--- src/rtl/pe_sched.sv ---
// pe_sched: sequencer for one PE. On start it loads INST_NUM instructions, then
// DWORDS operand words, runs the program for max(iter_num,1) iterations, and
// captures the first dout_pe seen in the last iteration or the drain window.
// Optional macro PE_SCHED_WDOG_EN adds a load watchdog that sets err[1] and aborts.
// Ports:
//   clk, rst (sync, active-low)      : clock / reset
//   start, iter_num                  : job request and iteration count
//   busy, done, err[1:0]             : job status (err: [0] load gap, [1] watchdog)
//   s_inst_v/s_inst/s_inst_rdy       : instruction stream in
//   s_data_v/s_data/s_data_rdy       : operand stream in
//   inst_in_v/inst_in, din_pe_v/din_pe, alpha_v : to pe
//   dout_pe_v/dout_pe                : from pe
//   res_v, res                       : captured result
module pe_sched #(
    parameter int unsigned DATA_W    = 32,
    parameter int unsigned INST_W    = 32,
    parameter int unsigned INST_NUM  = 16,
    parameter int unsigned DWORDS    = 16,
    parameter int unsigned ITER_W    = 8,
    parameter int unsigned DRAIN_CYC = 14,
    parameter int unsigned WDOG_CYC  = 1024
) (
    input  logic              clk,
    input  logic              rst,
    input  logic              start,
    input  logic [ITER_W-1:0] iter_num,
    output logic              busy,
    output logic              done,
    output logic [1:0]        err,
    input  logic              s_inst_v,
    input  logic [INST_W-1:0] s_inst,
    output logic              s_inst_rdy,
    input  logic              s_data_v,
    input  logic [DATA_W-1:0] s_data,
    output logic              s_data_rdy,
    output logic              inst_in_v,
    output logic [INST_W-1:0] inst_in,
    output logic              din_pe_v,
    output logic [DATA_W-1:0] din_pe,
    output logic              alpha_v,
    input  logic              dout_pe_v,
    input  logic [DATA_W-1:0] dout_pe,
    output logic              res_v,
    output logic [DATA_W-1:0] res
);

    localparam int unsigned MAX_ID  = (INST_NUM > DWORDS) ? INST_NUM : DWORDS;
    localparam int unsigned CNT_MAX = (MAX_ID > DRAIN_CYC) ? MAX_ID : DRAIN_CYC;
    localparam int unsigned CNT_W   = $clog2(CNT_MAX + 1);

    typedef enum logic [2:0] {IDLE, LD_INST, LD_DATA, RUN, DRAIN} state_t;

    state_t              state, state_nxt;
    logic [CNT_W-1:0]    cnt, cnt_nxt;
    logic [ITER_W-1:0]   it, it_nxt, iters, iters_nxt;
    logic [1:0]          err_nxt;
    logic                got, got_nxt;
    logic [DATA_W-1:0]   res_nxt, din_nxt;
    logic [INST_W-1:0]   inst_nxt;
    logic                res_v_nxt, done_nxt, inst_v_nxt, din_v_nxt, alpha_nxt;
    logic                inst_beat, data_beat, last_iter;

    assign inst_beat = s_inst_v & s_inst_rdy;
    assign data_beat = s_data_v & s_data_rdy;
    assign last_iter = (it == iters - ITER_W'(1));

`ifdef PE_SCHED_WDOG_EN
    localparam int unsigned WD_W = $clog2(WDOG_CYC + 1);
    logic [WD_W-1:0] wd, wd_nxt;
`else
    logic unused_wdog;
    assign unused_wdog = (WDOG_CYC == 0);
`endif

    // Next-state, counters and registered-output lookahead
    always_comb begin
        state_nxt  = state;
        cnt_nxt    = cnt;
        it_nxt     = it;
        iters_nxt  = iters;
        err_nxt    = err;
        got_nxt    = got;
        res_nxt    = res;
        res_v_nxt  = 1'b0;
        done_nxt   = 1'b0;
        inst_v_nxt = 1'b0;
        inst_nxt   = inst_in;
        din_v_nxt  = 1'b0;
        din_nxt    = din_pe;
`ifdef PE_SCHED_WDOG_EN
        wd_nxt     = wd;
`endif
        case (state)
            IDLE: begin
                if (start) begin
                    iters_nxt = (iter_num == '0) ? ITER_W'(1) : iter_num;
                    err_nxt   = 2'b00;
                    got_nxt   = 1'b0;
                    cnt_nxt   = '0;
                    it_nxt    = '0;
                    state_nxt = LD_INST;
`ifdef PE_SCHED_WDOG_EN
                    wd_nxt    = '0;
`endif
                end
            end
            LD_INST: begin
                if (inst_beat) begin
                    inst_v_nxt = 1'b1;
                    inst_nxt   = s_inst;
                    if (cnt == CNT_W'(INST_NUM - 1)) begin
                        cnt_nxt   = '0;
                        state_nxt = LD_DATA;
                    end else begin
                        cnt_nxt = cnt + CNT_W'(1);
                    end
                end
            end
            LD_DATA: begin
                if (data_beat) begin
                    din_v_nxt = 1'b1;
                    din_nxt   = s_data;
                    if (cnt == CNT_W'(DWORDS - 1)) begin
                        cnt_nxt   = '0;
                        state_nxt = RUN;
                    end else begin
                        cnt_nxt = cnt + CNT_W'(1);
                    end
                end else if (cnt != '0) begin
                    // PE restarts its write count on a gap; flag it, keep loading
                    err_nxt[0] = 1'b1;
                end
            end
            RUN: begin
                if (cnt == CNT_W'(INST_NUM - 1)) begin
                    cnt_nxt = '0;
                    if (last_iter) begin
                        state_nxt = DRAIN;
                    end else begin
                        it_nxt = it + ITER_W'(1);
                    end
                end else begin
                    cnt_nxt = cnt + CNT_W'(1);
                end
            end
            DRAIN: begin
                if (cnt == CNT_W'(DRAIN_CYC - 1)) begin
                    cnt_nxt   = '0;
                    state_nxt = IDLE;
                end else begin
                    cnt_nxt = cnt + CNT_W'(1);
                end
            end
            default: state_nxt = IDLE;
        endcase

        // First result of the final iteration or drain window wins
        if (((state == RUN && last_iter) || state == DRAIN) && dout_pe_v && !got) begin
            res_nxt   = dout_pe;
            res_v_nxt = 1'b1;
            got_nxt   = 1'b1;
        end

`ifdef PE_SCHED_WDOG_EN
        // Cycles since last accepted beat; abort the job when the limit is hit
        if (state == LD_INST || state == LD_DATA) begin
            if (inst_beat || data_beat) begin
                wd_nxt = '0;
            end else if (wd == WD_W'(WDOG_CYC - 1)) begin
                wd_nxt     = '0;
                cnt_nxt    = '0;
                err_nxt[1] = 1'b1;
                done_nxt   = 1'b1;
                state_nxt  = IDLE;
            end else begin
                wd_nxt = wd + WD_W'(1);
            end
        end
`endif

        // done is shown during the final drain cycle, so a start then is not accepted
        done_nxt  = done_nxt |
                    ((state_nxt == DRAIN) && (cnt_nxt == CNT_W'(DRAIN_CYC - 1)));
        alpha_nxt = ((state_nxt == RUN) && (it_nxt == iters_nxt - ITER_W'(1))) ||
                    (state_nxt == DRAIN);
    end

    // State register
    always_ff @(posedge clk) begin
        if (!rst) begin
            state <= IDLE;
        end else begin
            state <= state_nxt;
        end
    end

    // Counters and registered outputs
    always_ff @(posedge clk) begin
        if (!rst) begin
            cnt        <= '0;
            it         <= '0;
            iters      <= '0;
            got        <= 1'b0;
            err        <= 2'b00;
            busy       <= 1'b0;
            done       <= 1'b0;
            s_inst_rdy <= 1'b0;
            s_data_rdy <= 1'b0;
            inst_in_v  <= 1'b0;
            inst_in    <= '0;
            din_pe_v   <= 1'b0;
            din_pe     <= '0;
            alpha_v    <= 1'b0;
            res_v      <= 1'b0;
            res        <= '0;
`ifdef PE_SCHED_WDOG_EN
            wd         <= '0;
`endif
        end else begin
            cnt        <= cnt_nxt;
            it         <= it_nxt;
            iters      <= iters_nxt;
            got        <= got_nxt;
            err        <= err_nxt;
            busy       <= (state_nxt != IDLE);
            done       <= done_nxt;
            s_inst_rdy <= (state_nxt == LD_INST);
            s_data_rdy <= (state_nxt == LD_DATA);
            inst_in_v  <= inst_v_nxt;
            inst_in    <= inst_nxt;
            din_pe_v   <= din_v_nxt;
            din_pe     <= din_nxt;
            alpha_v    <= alpha_nxt;
            res_v      <= res_v_nxt;
            res        <= res_nxt;
`ifdef PE_SCHED_WDOG_EN
            wd         <= wd_nxt;
`endif
        end
    end

endmodule

--- config.mk ---
export PLATFORM = sky130hd
export DESIGN_NAME = pe_sched
export DESIGN_NICKNAME = d
export VERILOG_FILES = /design/src/rtl/pe_sched.sv
export SDC_FILE = /design/constraint.sdc
export NUM_CORES = 1
export LEC_CHECK = 0
export BUFFER_PORTS_ARGS = -buffer_cell sky130_fd_sc_hd__buf_2
export CORE_MARGIN = 2
export CORE_UTILIZATION = 45
export DETAILED_ROUTE_END_ITERATION = 8
export PLACE_DENSITY = 0.74
export SLEW_MARGIN = 20
export SYNTH_ARGS = -nofsm -noshare
export SYNTH_HDL_FRONTEND = slang
export SYNTH_SLANG_ARGS = --single-unit
--- constraint.sdc ---
create_clock -name clk -period 5.3 [get_ports clk]
set_input_delay 0.53 -clock clk [delete_from_list [all_inputs] [get_ports clk]]
set_output_delay 0.53 -clock clk [all_outputs]
set_load 0.1 [all_outputs]
[Word-level counts from Yosys, hierarchy flattened]
Index checks and enable logic that the tools add are counted.
Storage, ports and cells
  flip-flop bits (word level): 130
Cells by class
  add/subtract/negate cells: 4
  equal/unequal tests: 16
  mux-type cells: 32
  bitwise operators: 2
  reductions and logical operators: 21
Operators with widths (number)
  $mux W8: 6
  $mux W5: 5
  $pmux W5 S5: 1
  $mux W3: 8
  $eq A8 B8 Y1: 2
  $pmux W8 S2: 1
  $sub A8 B1 Y8 const B: 2
  $eq A5 B4 Y1 const B: 3
  $pmux W3 S5: 1
  $eq A3 B2 Y1 const B: 4
  $reduce_and A2 Y1: 5
  $mux W1: 9
  $add A8 B1 Y8 const B: 1
  $logic_not A8 Y1: 1
  $eq A3 B1 Y1 const B: 2
  $eq A3 B3 Y1 const B: 2
  $ne A2 B2 Y1 const B: 3
  $reduce_bool A2 Y1: 3
  $add A5 B1 Y5 const B: 1
  $logic_and A1 B1 Y1: 5
  $reduce_bool A5 Y1: 1
  $reduce_and A4 Y1: 1
  $logic_not A3 Y1: 1
  $reduce_bool A3 Y1: 1
  4 further kinds: 6

[Longest topological paths before layout]
  depth after elaboration: 8
  mapped depth: 14

[Worst setup path before layout]
OpenSTA, ideal clock, no wires.
  kind: input to register
  from: input start
  to: register alpha_v
  data arrival time: 3270 ps
  data required time: 5204 ps
  slack: 1935 ps
  stages on the path: 11
  path through: nor4b_1 > clkbuf_1 > mux2i_1 > ha_1 > o21ai_1 > or3b_2 > nand3_1 > o21ai_0 > mux2i_1 > mux2i_1 > o41ai_2
Between the ends
  longest elaborated chain between the ends: 6
  elaborated cells on any way between the ends: 12
RTL lines
  start: declaration: line 25  | input logic start,
  $mux W8: line 95  | if (start) begin
  $mux W8: line 93  | case (state)
  $sub A8 B1 Y8: line 184  | alpha_nxt = ((state_nxt == RUN) && (it_nxt == iters_nxt - ITER_W'(1))) ||
  $eq A8 B8 Y1: line 184
  $logic_and A1 B1 Y1: line 184
  $logic_or A1 B1 Y1 *: line 184
  end signal: assignment: line 233  | alpha_v <= alpha_nxt;
  end: declaration: line 40  | output logic alpha_v,
Every way passes the cells marked *; elsewhere a longest branch is shown, timed or not.
A chain may end at the register's enable or synchronous reset.

[Worst setup path in the final report]
  from: register iters[0]
  to: register alpha_v
Between the ends
  longest elaborated chain between the ends: 8
  elaborated cells on any way between the ends: 16
RTL lines
  start: declaration: line 55  | logic [ITER_W-1:0] it, it_nxt, iters, iters_nxt;
  start signal: assignment: line 222  | iters <= iters_nxt;
  $sub A8 B1 Y8: line 65  | assign last_iter = (it == iters - ITER_W'(1));
  $eq A8 B8 Y1: line 65
  $mux W8 or $mux W3 (tied branches): line 137  | if (last_iter) begin
  $mux W8 or $mux W3 (tied branches): line 135  | if (cnt == CNT_W'(INST_NUM - 1)) begin
  $pmux W8 S2 or $pmux W3 S5 (tied branches): line 93
  $eq A8 B8 Y1 or $eq A3 B2 Y1 (tied branches): line 184
  $logic_and A1 B1 Y1: line 184
  $logic_or A1 B1 Y1 *: line 184
Marks and branches as above.

==> impl_metrics.py <==
metrics = {
    "setup_path": {
        "crit_required_ns": 5.62,
        "path_cells": "inv_1, ha_1, nor4b_1, nand3_1, a31o_2, a2111oi_4, or2b_2, o31a_1, xor2_1, o2111ai_1, o41ai_2",
        "crit_path_start_kind": "flop",
        "path_class": "reg2reg",
        "endpoint_kind": "flop",
        "cp_max_fo": 12,
        "arrival_ns": 3.97,
        "reg2reg_to": "alpha_v",
        "slowest_delay_ns": 0.72,
        "worst-r2r-cell-count": 11,
        "r2r_start": "iters[0]",
        "worst_path_max_delay_cell": "a2111oi_4",
        "r2r_setup_slack_ns": 1.65,
        "crit_path_start": "iters[0]",
    },
    "finish": {
        "area_growth_pct": 29.4,
        "fin_util_pct": 59.5,
        "drive_above_1_share_pct": 28.4,
        "num_antenna_cells": 0,
        "nNetsFinal": 1055,
        "design_area_sq_um": 7470,
    },
    "logic_synthesis": {
        "synth-seq-area-share_pct": 45.1,
        "ys.flop_type": "dfxtp_1",
        "synth_most_common_cell": "nand2_1",
        "synth_area_sq_um": 5770,
        "ys_seq_elements": 130,
        "yosys_warnings": 0,
        "async_reset_ff_share_pct": 0,
        "yosys-top-cells-area": "dfxtp_1 (45%), nand2_1 (14%), a21oi_1 (10%)",
        "yosys.area.top_type": "dfxtp_1",
        "syn_inst": 746,
        "yosysTopAreaCellShare_pct": 45.1,
        "ys_types": 67,
        "yosys-top-cells-count": "nand2_1 (222), dfxtp_1 (130), a21oi_1 (116), clkbuf_1 (40), nor2_1 (32)",
        "synth_edf_count": 0,
        "synth_nets": 864,
        "syn_avg_cell_area_sq_um": 7.74,
    },
    "global_routing": {
        "use_met2_pct": 34.1,
        "grt_overflow": 0,
        "track_usage_pct": 21.9,
        "use_met3_pct": 7.62,
        "antenna_found_initial": 0,
        "grt_pass1_vias": 5006,
        "grt_start_max_net_pins": 75,
        "grt_pass1_wl_mm": 23.8,
        "top_usage_layer": "met2",
        "use_met1_pct": 28.1,
    },
    "cts": {
        "cts_hold_buf": 0,
        "clk_path_buf_depth": 2,
        "cts-root-buf": "clkbuf_16",
        "postCtsSetupBuffers": 0,
        "numCtsBuffers": 17,
        "clock_latency_ns": 0.41,
        "cts_tree": "built",
        "clkTransAtPathRegs_ns": 0.05,
        "clock_sinks": 130,
        "cts-resized-gates": 0,
        "h-tree-depth": 4,
    },
    "floorplanning": {
        "io_pins": 216,
        "initial_utilization_pct": 45.9,
        "fp.dieH_um": 117,
        "fp.dieW_um": 117,
        "core_area_sq_um": 12600,
        "die_area_sq_um": 13800,
        "rows": 41,
    },
    "sta": {
        "fmax_mhz": 274,
        "period_needed_ns": 3.65,
        "hold_violations": 0,
        "finalClockSkew_ns": 0.00712,
        "timing.final.crit_share_pct": 69.0,
        "finalSetupViolCount": 0,
        "fin_ws_ns": 1.65,
        "relSlewSlack_pct": 33.8,
        "grt_setup_unrepaired": "false",
        "worst_slew_pin_slew_ns": 0.993,
        "slew_viol_final": 0,
        "setup-tns-final_ns": 0,
    },
    "worst_hold_path": {
        "hold_start": "s_inst[9]",
        "holdPathStages": 3,
        "min_to": "inst_in[9]",
        "min-delay-path-class": "in2reg",
    },
    "detailed_routing": {
        "first_pass_iters": 8,
        "first_iter_violations": 355,
        "drc": 0,
        "finalWirelength_mm": 15.5,
        "vias": 5759,
        "ant_nets": 0,
        "wl_per_cell_um": 13.8,
        "vias_per_cell": 5.14,
    },
    "power": {
        "p_per_area_nw_per_um2": 309,
        "vdd_drop_max_uv": 292,
        "p_total_mw": 2.31,
        "leakage_nw": 3.21,
    },
    "flow_run": {
        "maxCapViolCount": 0,
    },
    "placed_design": {
        "portBuffers": 214,
        "dp_slack_ns": 1.49,
        "placed_cell_area_sq_um": 6920,
        "routabilityCongestion": 0.864,
        "detailed_place_hpwl_mm": 10.9,
    },
    "status": {
        "status": "finished, final reports clean",
    },
}
## flip-flops by register name, indices dropped and copies added (netlist names), 3 cells and up
signal	flops
din_pe	32
state	3
iters	8
inst_in	32
res	32
it	8
cnt	5
## cell usage in the layout, fill, tap and decap left out, types with 3 or more instances in the layout
cell        netlist  layout
nand2_1         222     222
buf_2             5     214
dfxtp_1         130     130
a21oi_1         116     116
nor2_1           32      32
nand3_1          19      19
clkbuf_16         0      17
nor3_1           17      16
o21ai_0          15      15
inv_1            13      13
mux2i_1          10      10
xnor2_1           8       8
xor2_1            8       8
ha_1              8       8
buf_4             1       8
and2_1            6       6
clkinv_2          0       6
nand2b_1          5       5
nor4_1            4       4
o2111ai_1         4       4
and3_1            4       4
nor2b_1           3       3
or3_1             3       3
o21a_1            3       3
o211ai_1          3       3
nor3b_1           3       3
o21ai_1           3       3
nor3_2            2       3
nand4_1           3       3
clkbuf_8          0       3
clkinvlp_4        0       3
## worst max path at each step
stage	end	depth (start not counted)	slack, ns
4_1_cts	res[31]	10	1.46
6_report	alpha_v	11	1.65
3_3_place_gp	res[23]	10	1.60
2_1_floorplan	alpha_v	11	1.93
5_1_grt	alpha_v	11	1.45
3_5_place_dp	res[23]	10	1.49
## per-stage QoR
stage	hold slack, ns	std cells
global placement	0.438	1090
detailed placement	0.443	1090
floorplan	0.440	746
finish	0.353	1120
CTS	0.334	1120
global route	0.335	1120
## where the power goes
group          internal, mW  switching (mW)  total [mW]  leakage (nW)
clock network         0.671           0.404        1.08         0.269
registers             0.989          0.0141        1.00          1.05
logic                0.0832           0.150       0.233          1.89
## critical path: cells and delay by family, from the launching register on
kind,cells,cell delay (ns)
AOI/OAI and AO/OA,5,1.71
buffers and inverters,1,0.09
and+or+nand+nor,3,0.76
DFF,1,0.51
adders and majority gates,1,0.30
xor gates and xnor gates,1,0.19
## per-layer routing
metal | up-vias | part of all wire [%] | routed length, um
met4 | 0 | 2.2 | 345
li1 | 2916 | - | -
met2 | 212 | 46 | 7100
met5 | - | 0 | 0
met3 | 29 | 7.9 | 1220
met1 | 2602 | 44 | 6820
## cell families (layout without fill, tap and decap cells)
family,count (synthesis),after routing,synth area share (%)
AO/OA/AOI/OAI,178,178,18.4
buffers and inverters,64,266,4.59
other,1,1,0.0649
AND/OR/NAND/NOR,338,338,25.6
adder cells (fa/ha/maj),8,8,1.73
XOR/XNOR,17,17,2.82
multiplexers,10,10,1.73
flip-flops,130,130,45.1
## layout make-up
type / count / area [sq um]
well taps: 172 / 215
clock buffers: 20 / 467
repair buffers: 222 / 1130
flip-flops and latches: 130 / 2600
inverters: 14 / 53.8
fillers: 1181 / 5090
clock inverters: 10 / 86.3
multi-input cells: 552 / 2920
No activity file was read; power rests on OpenSTA's default activity.
